$ cat src/rtl/implication_monitor_if.sv
// rtl/implication_monitor_if.sv - stimulus and result bundle for the x-implies-y monitor
interface implication_monitor_if #(
  parameter int COUNT_WIDTH = 16,
  parameter int TS_WIDTH    = 32
);
  logic                   x;
  logic                   y;
  logic                   en;
  logic                   clr;
  logic                   pass_pulse;
  logic                   fail_pulse;
  logic                   fail_sticky;
  logic [COUNT_WIDTH-1:0] pass_count;
  logic [COUNT_WIDTH-1:0] fail_count;
  logic                   pending;
  logic [TS_WIDTH-1:0]    first_fail_ts;

  modport master (
    output x, y, en, clr,
    input  pass_pulse, fail_pulse, fail_sticky, pass_count, fail_count, pending, first_fail_ts
  );

  modport slave (
    input  x, y, en, clr,
    output pass_pulse, fail_pulse, fail_sticky, pass_count, fail_count, pending, first_fail_ts
  );
endinterface

$ cat src/rtl/implication_monitor.sv
// rtl/implication_monitor.sv - checks "x implies y exactly DELAY cycles later" in hardware
module implication_monitor #(
  parameter int DELAY       = 1,
  parameter int COUNT_WIDTH = 16,
  parameter int TS_WIDTH    = 32
) (
  input logic                 CLK,
  input logic                 RESET,
  implication_monitor_if.slave mon
);

  localparam logic [COUNT_WIDTH-1:0] CNT_MAX = {COUNT_WIDTH{1'b1}};

  logic [DELAY-1:0]       ob;
  logic [DELAY-1:0]       ob_shift;
  logic [TS_WIDTH-1:0]    ts;
  logic                   pass_pulse_q;
  logic                   fail_pulse_q;
  logic                   fail_sticky_q;
  logic [COUNT_WIDTH-1:0] pass_count_q;
  logic [COUNT_WIDTH-1:0] fail_count_q;
  logic [TS_WIDTH-1:0]    first_fail_ts_q;
  logic                   new_ob;
  logic                   due;

  assign new_ob = mon.x & mon.en;
  assign due    = ob[DELAY-1];

  // A one-deep pipeline has nothing to shift, so it is built separately.
  generate
    if (DELAY == 1) begin : g_single
      assign ob_shift = new_ob;
    end else begin : g_multi
      assign ob_shift = {ob[DELAY-2:0], new_ob};
    end
  endgenerate

  always_ff @(posedge CLK) begin
    if (RESET) begin
      ob              <= '0;
      ts              <= '0;
      pass_pulse_q    <= 1'b0;
      fail_pulse_q    <= 1'b0;
      fail_sticky_q   <= 1'b0;
      pass_count_q    <= '0;
      fail_count_q    <= '0;
      first_fail_ts_q <= '0;
    end else begin
      ts <= ts + TS_WIDTH'(1);
      if (mon.clr) begin
        // Soft clear drops everything in flight, including the obligation due now.
        ob              <= '0;
        pass_pulse_q    <= 1'b0;
        fail_pulse_q    <= 1'b0;
        fail_sticky_q   <= 1'b0;
        pass_count_q    <= '0;
        fail_count_q    <= '0;
        first_fail_ts_q <= '0;
      end else begin
        ob           <= ob_shift;
        pass_pulse_q <= due & mon.y;
        fail_pulse_q <= due & ~mon.y;
        if (due && mon.y && pass_count_q != CNT_MAX) begin
          pass_count_q <= pass_count_q + COUNT_WIDTH'(1);
        end
        if (due && !mon.y) begin
          if (fail_count_q != CNT_MAX) begin
            fail_count_q <= fail_count_q + COUNT_WIDTH'(1);
          end
          if (!fail_sticky_q) begin
            fail_sticky_q   <= 1'b1;
            first_fail_ts_q <= ts;
          end
        end
      end
    end
  end

  assign mon.pass_pulse    = pass_pulse_q;
  assign mon.fail_pulse    = fail_pulse_q;
  assign mon.fail_sticky   = fail_sticky_q;
  assign mon.pass_count    = pass_count_q;
  assign mon.fail_count    = fail_count_q;
  assign mon.pending       = |ob;
  assign mon.first_fail_ts = first_fail_ts_q;

endmodule

$ cat src/flat_wrapper.sv
// flat-port wrapper written by rule: the top's interface ports become plain ports
module implication_monitor_flat 
#(
  parameter int DELAY       = 1,
  parameter int COUNT_WIDTH = 16,
  parameter int TS_WIDTH    = 32
)
  (CLK, RESET, mon_x, mon_y, mon_en, mon_clr, mon_pass_pulse, mon_fail_pulse, mon_fail_sticky, mon_pass_count, mon_fail_count, mon_pending, mon_first_fail_ts);
  implication_monitor_if #(.COUNT_WIDTH(COUNT_WIDTH), .TS_WIDTH(TS_WIDTH)) mon_i ();
  input logic CLK;
  input logic RESET;
  input wire logic [$bits(mon_i.x)-1:0] mon_x;
  input wire logic [$bits(mon_i.y)-1:0] mon_y;
  input wire logic [$bits(mon_i.en)-1:0] mon_en;
  input wire logic [$bits(mon_i.clr)-1:0] mon_clr;
  output wire logic [$bits(mon_i.pass_pulse)-1:0] mon_pass_pulse;
  output wire logic [$bits(mon_i.fail_pulse)-1:0] mon_fail_pulse;
  output wire logic [$bits(mon_i.fail_sticky)-1:0] mon_fail_sticky;
  output wire logic [$bits(mon_i.pass_count)-1:0] mon_pass_count;
  output wire logic [$bits(mon_i.fail_count)-1:0] mon_fail_count;
  output wire logic [$bits(mon_i.pending)-1:0] mon_pending;
  output wire logic [$bits(mon_i.first_fail_ts)-1:0] mon_first_fail_ts;
  assign mon_i.x = mon_x;
  assign mon_i.y = mon_y;
  assign mon_i.en = mon_en;
  assign mon_i.clr = mon_clr;
  assign mon_pass_pulse = mon_i.pass_pulse;
  assign mon_fail_pulse = mon_i.fail_pulse;
  assign mon_fail_sticky = mon_i.fail_sticky;
  assign mon_pass_count = mon_i.pass_count;
  assign mon_fail_count = mon_i.fail_count;
  assign mon_pending = mon_i.pending;
  assign mon_first_fail_ts = mon_i.first_fail_ts;
  implication_monitor #(.DELAY(DELAY), .COUNT_WIDTH(COUNT_WIDTH), .TS_WIDTH(TS_WIDTH)) u_core (.CLK(CLK), .RESET(RESET), .mon(mon_i));
endmodule
$ cat config.mk
export PLATFORM = sky130hd
export DESIGN_NAME = implication_monitor_flat
export DESIGN_NICKNAME = d
export VERILOG_FILES = /design/src/rtl/implication_monitor_if.sv /design/src/rtl/implication_monitor.sv /design/src/flat_wrapper.sv
export SDC_FILE = /design/constraint.sdc
export NUM_CORES = 1
export LEC_CHECK = 0
export CAP_MARGIN = 0
export CELL_PAD_IN_SITES_DETAIL_PLACEMENT = 1
export CELL_PAD_IN_SITES_GLOBAL_PLACEMENT = 2
export CORE_ASPECT_RATIO = 1.5
export CORE_MARGIN = 10
export CORE_UTILIZATION = 34
export DETAILED_ROUTE_END_ITERATION = 10
export PLACE_DENSITY_LB_ADDON = 0.1
export SLEW_MARGIN = 40
export SYNTH_ARGS = -nofsm -noshare
export SYNTH_HDL_FRONTEND = slang
export SYNTH_SLANG_ARGS = --single-unit
$ cat constraint.sdc
create_clock -name CLK -period 3.7 [get_ports CLK]
set_input_delay 0.74 -clock CLK [delete_from_list [all_inputs] [get_ports CLK]]
set_output_delay 0.74 -clock CLK [all_outputs]
set_load 0.01 [all_outputs]
# == After elaboration in Yosys (flattened, before gate mapping) ==
# Cells that the tools add are included.
# classes
add_sub_neg,3
eq_ne,2
n_bitwise,5
reduce_logical,7
# op_table
cell,count
16-bit by 1-bit adder with 16-bit output (second input constant),2
32-bit by 1-bit adder with 32-bit output (second input constant),1
16-bit inequality test (second input constant),2
2-bit AND reduction,2
1-bit AND,3
1-bit logical AND,3
1-bit NOT,2
2-bit OR reduction,1
1-bit logical NOT,1
# totals
ff_bits,100
word_cells,25

# == Longest topological paths before layout ==
# Gate-level depths: netlist of run 1.
# depth
depth_word,3
ltp_mapped,6
mapped_depth_nobuf,5

# == Worst setup path before layout of run 1 ==
# Ideal clock, no wire load.
# synth_path
path_kind,input port to flip-flop
start,in mon_y
end,"reg u_core.pass_count_q[13], in the netlist u_core.mon.pass_count[13]"
t_arrival_ps,1945
t_required_ps,3629
slack_ps,1685
path_stages,4
cell_sequence,and4_4 -> or3b_4 -> or4_1 -> a21oi_1
# synth_between
elab_chain_cells,2
# synth_rtl
element,line_no,rtl
"start, declared",flat_wrapper.sv:13,input wire logic [$bits(mon_i.y)-1:0] mon_y;
1-bit logical AND (2 in a row),implication_monitor.sv:63,if (due && mon.y && pass_count_q != CNT_MAX) begin
"end signal, assigned",implication_monitor.sv:64,pass_count_q <= pass_count_q + COUNT_WIDTH'(1);
"end, declared",implication_monitor.sv:20,logic [COUNT_WIDTH-1:0] pass_count_q;
# No other way between the ends.
# A chain may end at the register's enable or synchronous reset.

# == Final worst setup path of run 1 ==
# layout_path
start,in mon_y
end,"reg u_core.fail_count_q[9], in the netlist u_core.mon.fail_count[9]"
# layout_between
elab_chain_cells,3
# layout_rtl
element,line_no,rtl
1-bit logical NOT,implication_monitor.sv:66,if (due && !mon.y) begin
1-bit logical AND,implication_monitor.sv:66,
2-bit AND reduction (no line),--,
"end signal, assigned",implication_monitor.sv:68,fail_count_q <= fail_count_q + COUNT_WIDTH'(1);
"end, declared",implication_monitor.sv:21,logic [COUNT_WIDTH-1:0] fail_count_q;
# No other way between the ends.

==> metrics.md, run 1 <==
| Metric | Value |
|---|---|
| Synth area leaders | `dfxtp_1 46%, a21oi_1 8.0%, nand2_1 7.5%` |
| P_leak | `0.00165 µW` |
| CTS tree | `built` |
| CP max-delay cell | `or3_1` |
| Pwr Density | `368 nW/µm²` |
| CP Capture Type | `register` |
| Fill cells | `1488` |
| Number of detailed-route iterations in the first pass | `4` |
| Mean Syn Cell Area | `8.38 µm²` |
| Reg clk slew, reported paths | `0.07 ns` |
| DRC | `0` |
| Share of cells above drive strength 1 | `0.0567` |
| CTS Buf Count | `9` |
| Ys Warns | `0` |
| Detailed Route Iter0 Violations | `81` |
| WL per Instance | `17.1 µm` |
| Vias | `4081` |
| Mapped Area | `4320 µm²` |
| Die W | `112 µm` |
| Cell Area, Placed | `5180 µm²` |
| Global Route Usage Sum | `0.143` |
| Initial core utilization | `0.347` |
| Worst-path cell chain | `clkdlybuf4s50_1 > nand2b_1 > or3_1 > or4_1 > a21oi_1` |
| Die area | `17700 µm²` |
| Yosys top cell area share | `0.463` |
| Yosys top cell by area | `dfxtp_1` |
| Post-synthesis sequential area ratio | `0.463` |
| Top FF cell, synth | `dfxtp_1` |
| CORE AREA | `12400 µm²` |
| Die height | `158 µm` |
| Setup TNS | `0 ns` |
| Worst reg2reg setup slack | `1.29 ns` |
| HPWL after DPL | `8930 µm` |
| Asr flop ratio synth | `0` |
| Hold-fix buffers at CTS | `0` |
| Initial antenna violation count | `0` |
| Depth of the CTS H-tree | `3` |
| Critical Path Source Type | `primary input` |
| Largest net degree at the start of global routing | `41` |
| I/O pins | `74` |
| Area of the multi-input gates | `2220 µm²` |
| WP data required | `3.97 ns` |
| Max-Slew Margin vs Limit | `0.527` |
| Post-synth EDFFs | `0` |
| Final Max Slew Viols | `0` |
| Avg Vias per Cell | `5.53` |
| Share of the core filled with cells | `0.439` |
| Routed WL | `12600 µm` |
| Sink Count | `100` |
| Library cells used by synthesis | `46` |
| RSZ-0062 raised after global routing | `false` |
| Crit path time final | `2.45 ns` |
| IO buf count | `73` |
| FF+latch area | `2000 µm²` |
| Worst r2r src | `u_core.ts[2]$_SDFF_PP0_` |
| Cells after synthesis | `516` |
| Clk buf depth | `2` |
| Critical Path Max Stage Delay | `0.55 ns` |
| Post-Place Setup Slack | `0.888 ns` |
| Slew @ Worst Pin | `0.708 ns` |
| Hold Startpoint | `u_core.mon.first_fail_ts[9]$_SDFFE_PP0P_` |
| Setup crit start | `mon_y` |
| Highest Clock Rate | `407 MHz` |
| Synth-to-Final Area Change | `26.5%` |
| Synth Net Count | `525` |
| First-pass GRT wire length | `21200 µm` |
| Cts repair resizes | `0` |
| WP data arrival | `2.73 ns` |
| Root Driver | `clkbuf_16` |
| Status | `completed` |
| Peak supply drop | `0.205 mV` |
| Min-Delay Path Class | `reg -> reg` |
| Row cnt | `50` |
| WHS | `0.458 ns` |
| RePlAce Congestion | `0.766` |
| Nets | `586` |
| Vias in the first global route | `4162` |
| Final hold vios | `0` |
| # Max-Cap Violations | `0` |
| Setup ws final | `1.25 ns` |
| ANT cells | `0` |
| Clk_lat worst skew | `0.34 ns` |
| Antenna-violating nets left | `0` |
| Postcts setup bufs | `0` |
| Final Cell Area | `5470 µm²` |
| Setup Skew | `0.00639 ns` |
| Crit Path Max Fanout | `14` |
| Tcrit/Tclk final | `0.663` |
| Total gr overflow | `0` |
| Critical path class | `in -> reg` |
| Setup-failing EPs final | `0` |
| Yosys reg bits | `100` |
-- critical path, delay by kind of cell --
kind	cells	cell delay (ns)
buffers and inverters	1	0.46
and+or+nand+nor	3	1.36
AOI/OAI and AO/OA	1	0.16
-- flip-flops by register name, indices dropped and copies added (netlist names) --
register and cells:
u_core.mon.fail_sticky 1, u_core.mon.pass_count 16, u_core.mon.fail_count 16, u_core.mon.first_fail_ts 32
u_core.mon.fail_pulse 1, u_core.mon.pass_pulse 1, u_core.mon.pending 1, u_core.ts 32
-- final timing paths --
path / to / depth (start not counted)
worst max register to register: u_core.ts[31]$_SDFF_PP0_ / 4
worst max-delay path: u_core.mon.fail_count[9]$_SDFFE_PP0P_ / 5
worst min register to register: u_core.mon.first_fail_ts[9]$_SDFFE_PP0P_ / 2
worst min-delay path: u_core.mon.first_fail_ts[9]$_SDFFE_PP0P_ / 2
-- Yosys cell counts, drive strengths merged, types with 3 or more instances --
library cell  number
dfxtp            100
nand2             86
a21oi             69
nand3             25
nor2              25
o31ai             24
or4               21
clkbuf            20
nand4             18
or3               14
and4              12
nor3              12
xor2              11
o21ai              9
and3               8
nor4               8
buf                7
inv                6
o21a               6
and2               4
ha                 3
-- cells in the final DEF, fill, tap and decap left out, types with 8 or more instances in the layout --
cell | Yosys | final
clkbuf_16 | 0 | 9
o21ai_0 | 9 | 9
nor3_1 | 12 | 12
nor2_1 | 25 | 23
and4_1 | 10 | 10
nand4_1 | 16 | 16
o31ai_1 | 24 | 24
or4_1 | 21 | 21
and3_1 | 8 | 8
xor2_1 | 11 | 11
dfxtp_1 | 100 | 100
nand3_1 | 25 | 25
a21oi_1 | 69 | 69
or3_1 | 13 | 13
nand2_1 | 86 | 86
clkdlybuf4s50_1 | 0 | 73
-- report_power, final --
| part | leakage, µW | switching, µW | internal [µW] |
|---|---|---|---|
| clock network | 0.000129 | 411 | 473 |
| logic | 0.000719 | 30.5 | 14.1 |
| registers | 0.000806 | 5.24 | 1080 |
| total | 0.00165 | 447 | 1570 |
-- final cells by class --
cell class | instances | share of cell area
multi-input combinational | 383 | 0.406
sequential | 100 | 0.366
timing repair buffer | 77 | 0.139
clock buffer | 12 | 0.0450
tap | 156 | 0.0357
clock inverter | 4 | 0.00457
inverter | 6 | 0.00412
-- per-layer routing --
metal	routed length [µm]	global-route usage	vias up
met5	0	0	-
li1	-	-	2020
met3	672	0.0420	14
met4	225	0.0576	0
met1	5100	0.149	1987
met2	6600	0.262	60
-- cells by family after synthesis --
kind of cell             after synthesis  synth area share
buffers and inverters                 33            0.0304
adder cells (fa/ha/maj)                3           0.00868
XOR/XNOR                              13            0.0263
AO/OA/AOI/OAI                        123             0.170
AND/OR/NAND/NOR                      242             0.297
flip-flops                           100             0.463
multiplexers                           2           0.00463
-- through the flow --
step,power (µW),cells
6_report,2010,738
5_1_grt,2100,738
4_1_cts,2050,738
3_5_place_dp,1160,722
3_3_place_gp,1150,722
2_1_floorplan,1130,516
No activity file was read; power rests on OpenSTA's default activity.
==> run 2, diff against run 1 <==
- CORE_UTILIZATION: 34 -> 31
- clock period: 3.7 -> 2.3 ns (I/O delays scaled with it)
==> metrics.md, run 2 (synthesis results as in run 1) <==
| Metric | Value |
|---|---|
| Final hold vios | `0 (unchanged)` |
| Peak supply drop | `0.306 mV (+49%)` |
| M1 WL | `5280 µm (+3.5%)` |
| Area of the multi-input gates | `2190 µm² (-1.2%)` |
| Slew @ Worst Pin | `0.605 ns (-0.103 ns)` |
| Min-Delay Path Class | `reg -> reg` |
| Setup Skew | `0.00572 ns (-0.000670 ns)` |
| Sink Count | `100 (unchanged)` |
| Number of detailed-route iterations in the first pass | `4 (unchanged)` |
| Pint | `2520 µW (+61%)` |
| CP max-delay cell | `clkdlybuf4s50_1` |
| Global Route Usage Sum | `0.143 (+0.000354)` |
| Max-Slew Margin vs Limit | `0.594 (+0.0671)` |
| Avg Vias per Cell | `5.43 (-1.8%)` |
| Status | `completed` |
| Clk buf depth | `2 (unchanged)` |
| RSZ-0062 raised after global routing | `false` |
| CORE AREA | `13600 µm² (+9.2%)` |
| Crit path time final | `1.98 ns` |
| Die height | `165 µm (+4.1%)` |
| ANT cells | `0 (unchanged)` |
| Fill cells | `1630 (+9.5%)` |
| Sw frac | `0.239 (+0.0172)` |
| Vias | `4131 (+1.2%)` |
| FF+latch area | `2000 µm² (unchanged)` |
| Antenna-violating nets left | `0 (unchanged)` |
| Clock share of power | `0.448 (+0.009)` |
| Row cnt | `52 (+4.0%)` |
| Highest Clock Rate | `505 MHz` |
| Max layer used | `met4` |
| Synth-to-Final Area Change | `29.9%` |
| Setup TNS | `0 ns (unchanged)` |
| Critical path class | `in -> reg` |
| Total gr overflow | `0 (unchanged)` |
| Final Max Slew Viols | `0 (unchanged)` |
| Met3 WL | `731 µm (+8.8%)` |
| DRC | `0 (unchanged)` |
| Setup-failing EPs final | `0 (unchanged)` |
| Worst-path cell chain | `clkdlybuf4s50_1 > and4_4 > or3b_4 > or4_1 > a21oi_1` |
| RePlAce Congestion | `0.769 (+0.51%)` |
| Share of the core filled with cells | `0.413 (-0.0263)` |
| Initial antenna violation count | `0 (unchanged)` |
| Most common cell after layout, fill and taps aside | `dfxtp_1` |
| CTS tree | `built` |
| I/O pins | `74 (unchanged)` |
| Vias in the first global route | `4459 (+7.1%)` |
| Detailed Route Iter0 Violations | `85 (+4.9%)` |
| WL per Instance | `17.3 µm (+1.3%)` |
| Dpl cells | `745 (+3.2%)` |
| WL met2 | `6910 µm (+4.8%)` |
| P_leak | `0.00173 µW (+4.8%)` |
| Critical Path Max Stage Delay | `0.52 ns (-0.03 ns)` |
| Initial core utilization | `0.318 (-0.0293)` |
| Sw Pwr | `792 µW (+77%)` |
| Reg power frac | `0.527 (-0.012)` |
| Crit-path leading delay family | `simple AND/OR/NAND/NOR gates` |
| CP Capture Type | `register` |
| Die W | `116 µm (+3.9%)` |
| # Max-Cap Violations | `0 (unchanged)` |
| Tcrit/Tclk final | `0.860` |
| Die area | `19200 µm² (+8.2%)` |
| HPWL after DPL | `9380 µm (+5.1%)` |
| Hold-fix buffers at CTS | `0 (unchanged)` |
| Depth of the CTS H-tree | `3 (unchanged)` |
| Most frequent cells in the layout | `100 x dfxtp_1, 86 x nand2_1, 73 x clkdlybuf4s50_1` |
| IO buf count | `73 (unchanged)` |
| Crit Path Max Fanout | `5 (-9)` |
| Clk_lat worst skew | `0.34 ns (about the same)` |
| Routed WL | `13200 µm (+4.5%)` |
| Postcts setup bufs | `0 (unchanged)` |
| Nets | `603 (+2.9%)` |
| WHS | `0.454 ns (-0.00343 ns)` |
| Final Instance Count excl. Fillers | `761 (+3.1%)` |
| Logic pwr share | `0.025 (+0.003)` |
| Share of cells above drive strength 1 | `0.0818 (+0.0251)` |
| CTS Buf Count | `9 (unchanged)` |
| Reg clk slew, reported paths | `0.07 ns (about the same)` |
| Cts repair resizes | `0 (unchanged)` |
| Worst Path Buf+Inv | `1 (unchanged)` |
| Root Driver | `clkbuf_16` |
| WP data required | `2.58 ns (-1.39 ns)` |
| Largest net degree at the start of global routing | `36 (-12%)` |
| Critical Path Source Type | `primary input` |
| WP data arrival | `2.26 ns (-0.47 ns)` |
| Pwr Density | `589 nW/µm² (+60%)` |
| First-pass GRT wire length | `22300 µm (+5.0%)` |
run 2: changes by cell type in the layout (fill, tap and decap cells not counted), moves of 2 or more:
cell      previous run  this run
buf_4                4        19
clkinv_4             0         3
inv_6                0         3
buf_12               0         2
clkbuf_1             2         0
clkinv_2             2         0
nor4_1               5         7
run 2: metrics by stage:
step / cell area (µm²) / total power [µW] / setup slack (ns)
after CTS: 5620 / 3370 / 0.315
after floorplan: 4320 / 1820 / 0.466
final: 5620 / 3310 / 0.321
after global routing: 5620 / 3460 / 0.155
after global placement: 5330 / 1870 / -0.0102
after detailed placement: 5330 / 1870 / -0.0347
run 2: power groups by stage:
stage          combinational [µW]  clock, µW  sequential, µW
6_report                     83.3       1480            1740
5_1_grt                      93.8       1620            1750
4_1_cts                      85.8       1540            1740
3_5_place_dp                 86.1          0            1790
3_3_place_gp                 84.2          0            1780
2_1_floorplan                42.5          0            1780
run 2: final cells by class:
type	count	area share
multi-input cells	383	0.390
flip-flops and latches	100	0.356
repair buffers	94	0.163
clock buffers	9	0.0401
well taps	162	0.0361
clock inverters	7	0.0107
inverters	6	0.00401
run 2: worst reg2reg max path: stages, from the launching register on:
cell,delay [ns]
dfxtp_1,0.41
and4_2,0.31
nand4_2,0.39
or4_1,0.64
a21oi_1,0.14
run 2: layer usage:
metal,up-vias,global-route usage
met5,-,0
met4,0,0.0502
met3,15,0.0465
met2,60,0.254
met1,2005,0.155
li1,2051,-
run 2: final timing paths:
| kind | start | endpoint | slack (ns) | cells past startpoint |
|---|---|---|---|---|
| setup / recovery | mon_y | u_core.mon.pass_count[13]$_SDFFE_PP0P_ | 0.32 | 5 |
| setup reg to reg | u_core.ts[8]$_SDFF_PP0_ | u_core.ts[24]$_SDFF_PP0_ | 0.35 | 4 |
| hold / removal | u_core.mon.first_fail_ts[13]$_SDFFE_PP0P_ | u_core.mon.first_fail_ts[13]$_SDFFE_PP0P_ | 0.45 | 2 |
| hold reg to reg | u_core.mon.first_fail_ts[13]$_SDFFE_PP0P_ | u_core.mon.first_fail_ts[13]$_SDFFE_PP0P_ | 0.45 | 2 |
==> run 3, diff against run 2 <==
- MAX_ROUTING_LAYER: default -> met4
- SLEW_MARGIN: 40 -> 20
==> metrics.md, run 3 (synthesis results as in run 1) <==
| Metric | Value |
|---|---|
| Status | `completed` |
| Post-Place Setup Slack | `-0.0347 ns (unchanged)` |
| Met3 WL | `500 µm (-32%)` |
| First-pass GRT wire length | `22200 µm (-0.13%)` |
| Critical Path Source Type | `primary input` |
| Setup-failing EPs final | `0 (unchanged)` |
| WL per Instance | `17.3 µm (about the same)` |
| Critical path class | `in -> reg` |
| WL met2 | `6910 µm (-0.10%)` |
| Share of the core filled with cells | `0.413 (unchanged)` |
| Tot Pwr | `3310 µW (about the same)` |
| Nets | `603 (unchanged)` |
| Die area | `19200 µm² (unchanged)` |
| Pwr Density | `589 nW/µm² (about the same)` |
| RePlAce Congestion | `0.777 (+0.97%)` |
| CTS Buf Count | `9 (unchanged)` |
| CP Capture Type | `register` |
| Worst Path Buf+Inv | `1 (unchanged)` |
| Row cnt | `52 (unchanged)` |
| Min-Delay Path Class | `reg -> reg` |
| Die height | `165 µm (unchanged)` |
| Total gr overflow | `0 (unchanged)` |
| Most common cell after layout, fill and taps aside | `dfxtp_1` |
| Routed WL | `13200 µm (about the same)` |
| Detailed Route Iter0 Violations | `85 (unchanged)` |
| P_leak | `0.00173 µW (unchanged)` |
| Peak supply drop | `0.309 mV (+0.75%)` |
| Initial antenna violation count | `0 (unchanged)` |
| Area of the multi-input gates | `2190 µm² (unchanged)` |
| Clk_lat worst skew | `0.35 ns (about the same)` |
| Setup Skew | `0.00664 ns (+0.000919 ns)` |
| Reg clk slew, reported paths | `0.07 ns (about the same)` |
| I/O pins | `74 (unchanged)` |
| Depth of the CTS H-tree | `3 (unchanged)` |
| Share of cells above drive strength 1 | `0.0818 (unchanged)` |
| Number of detailed-route iterations in the first pass | `4 (unchanged)` |
| Fill cells | `1630 (unchanged)` |
| Tcrit/Tclk final | `0.860 (about the same)` |
| Initial core utilization | `0.318 (unchanged)` |
| Max-Slew Margin vs Limit | `0.593 (-0.00111)` |
| ANT cells | `0 (unchanged)` |
| Crit-path leading delay family | `simple AND/OR/NAND/NOR gates` |
| Synth-to-Final Area Change | `29.9% (unchanged)` |
| DRC | `0 (unchanged)` |
| Vias | `4173 (+1.0%)` |
| CP max-delay cell | `clkdlybuf4s50_1` |
| # Max-Cap Violations | `0 (unchanged)` |
| Postcts setup bufs | `0 (unchanged)` |
| RSZ-0062 raised after global routing | `false` |
| Slew @ Worst Pin | `0.607 ns (+0.00165 ns)` |
| Dpl cells | `745 (unchanged)` |
| Final Max Slew Viols | `0 (unchanged)` |
| Highest Clock Rate | `506 MHz (about the same)` |
| Die W | `116 µm (unchanged)` |
| Sink Count | `100 (unchanged)` |
| Global Route Usage Sum | `0.147 (+0.00384)` |
| Critical Path Max Stage Delay | `0.52 ns (about the same)` |
| HPWL after DPL | `9380 µm (unchanged)` |
| Crit Path Max Fanout | `5 (unchanged)` |
| Cts repair resizes | `0 (unchanged)` |
| Antenna-violating nets left | `0 (unchanged)` |
| Worst-path cell chain | `clkdlybuf4s50_1 > and4_4 > or3b_4 > or4_1 > a21oi_1` |
| WP data arrival | `2.26 ns (about the same)` |
| M1 WL | `5520 µm (+4.6%)` |
| Vias in the first global route | `4469 (+0.22%)` |
| CTS tree | `built` |
| Max layer used | `met4` |
| Clk buf depth | `2 (unchanged)` |
| WP data required | `2.58 ns (about the same)` |
| Hold-fix buffers at CTS | `0 (unchanged)` |
| Largest net degree at the start of global routing | `36 (unchanged)` |
| Crit path time final | `1.98 ns (-0.00115 ns)` |
| CORE AREA | `13600 µm² (unchanged)` |
| Setup TNS | `0 ns (unchanged)` |
| Final hold vios | `0 (unchanged)` |
| IO buf count | `73 (unchanged)` |
| Root Driver | `clkbuf_16` |
| Avg Vias per Cell | `5.48 (+1.0%)` |
| Final Instance Count excl. Fillers | `761 (unchanged)` |
| FF+latch area | `2000 µm² (unchanged)` |
| Setup ws final | `0.322 ns (+0.00115 ns)` |
| Most frequent cells in the layout | `100 x dfxtp_1, 86 x nand2_1, 73 x clkdlybuf4s50_1` |
## run 3: cell counts in the layout (fill, tap and decap cells not counted)
No cell type changed its count.
## run 3: worst paths after layout
path / start / endpoint / slack [ns] / depth (start not counted)
hold / removal: u_core.mon.first_fail_ts[13]$_SDFFE_PP0P_ / u_core.mon.first_fail_ts[13]$_SDFFE_PP0P_ / 0.45 / 2
setup reg to reg: u_core.mon.fail_count[0]$_SDFFE_PP0P_ / u_core.mon.fail_count[15]$_SDFFE_PP0P_ / 0.34 / 6
hold reg to reg: u_core.mon.first_fail_ts[13]$_SDFFE_PP0P_ / u_core.mon.first_fail_ts[13]$_SDFFE_PP0P_ / 0.45 / 2
setup / recovery: mon_y / u_core.mon.pass_count[13]$_SDFFE_PP0P_ / 0.32 / 5
## run 3: tightest hold or removal path: cells and delay by family (launching register included)
family / cells / cell delay [ns]
DFF: 1 / 0.31
AOI/OAI and AO/OA: 1 / 0.05
and+or+nand+nor: 1 / 0.05
## run 3: report_power, final
part	total (µW)	internal [µW]	leakage [µW]	switching, µW
clock	1480	753	0.000137	732
sequential	1740	1740	0.000806	9.01
combinational	83.6	30.5	0.000790	53.1
total	3310	2520	0.00173	794
## run 3: per-stage QoR
step                      hold slack, ns  area [µm²]
final                              0.454        5620
after global routing               0.483        5620
after CTS                          0.458        5620
after detailed placement           0.447        5330
after global placement             0.442        5330
after floorplan                    0.440        4320
## run 3: cell type report
cell class | count | share of cell area
Timing Repair Buffer | 94 | 0.163
Clock buffer | 9 | 0.0401
Clock inverter | 7 | 0.0107
Tap cell | 162 | 0.0361
Sequential cell | 100 | 0.356
Multi-Input combinational cell | 383 | 0.390
Inverter | 6 | 0.00401
## run 3: per-layer routing
layer | vias to the layer above | GRT usage
li1 | 2053 | -
met1 | 2030 | 0.162
met2 | 73 | 0.255
met3 | 17 | 0.0298
met4 | 0 | 0.0554
met5 | - | -
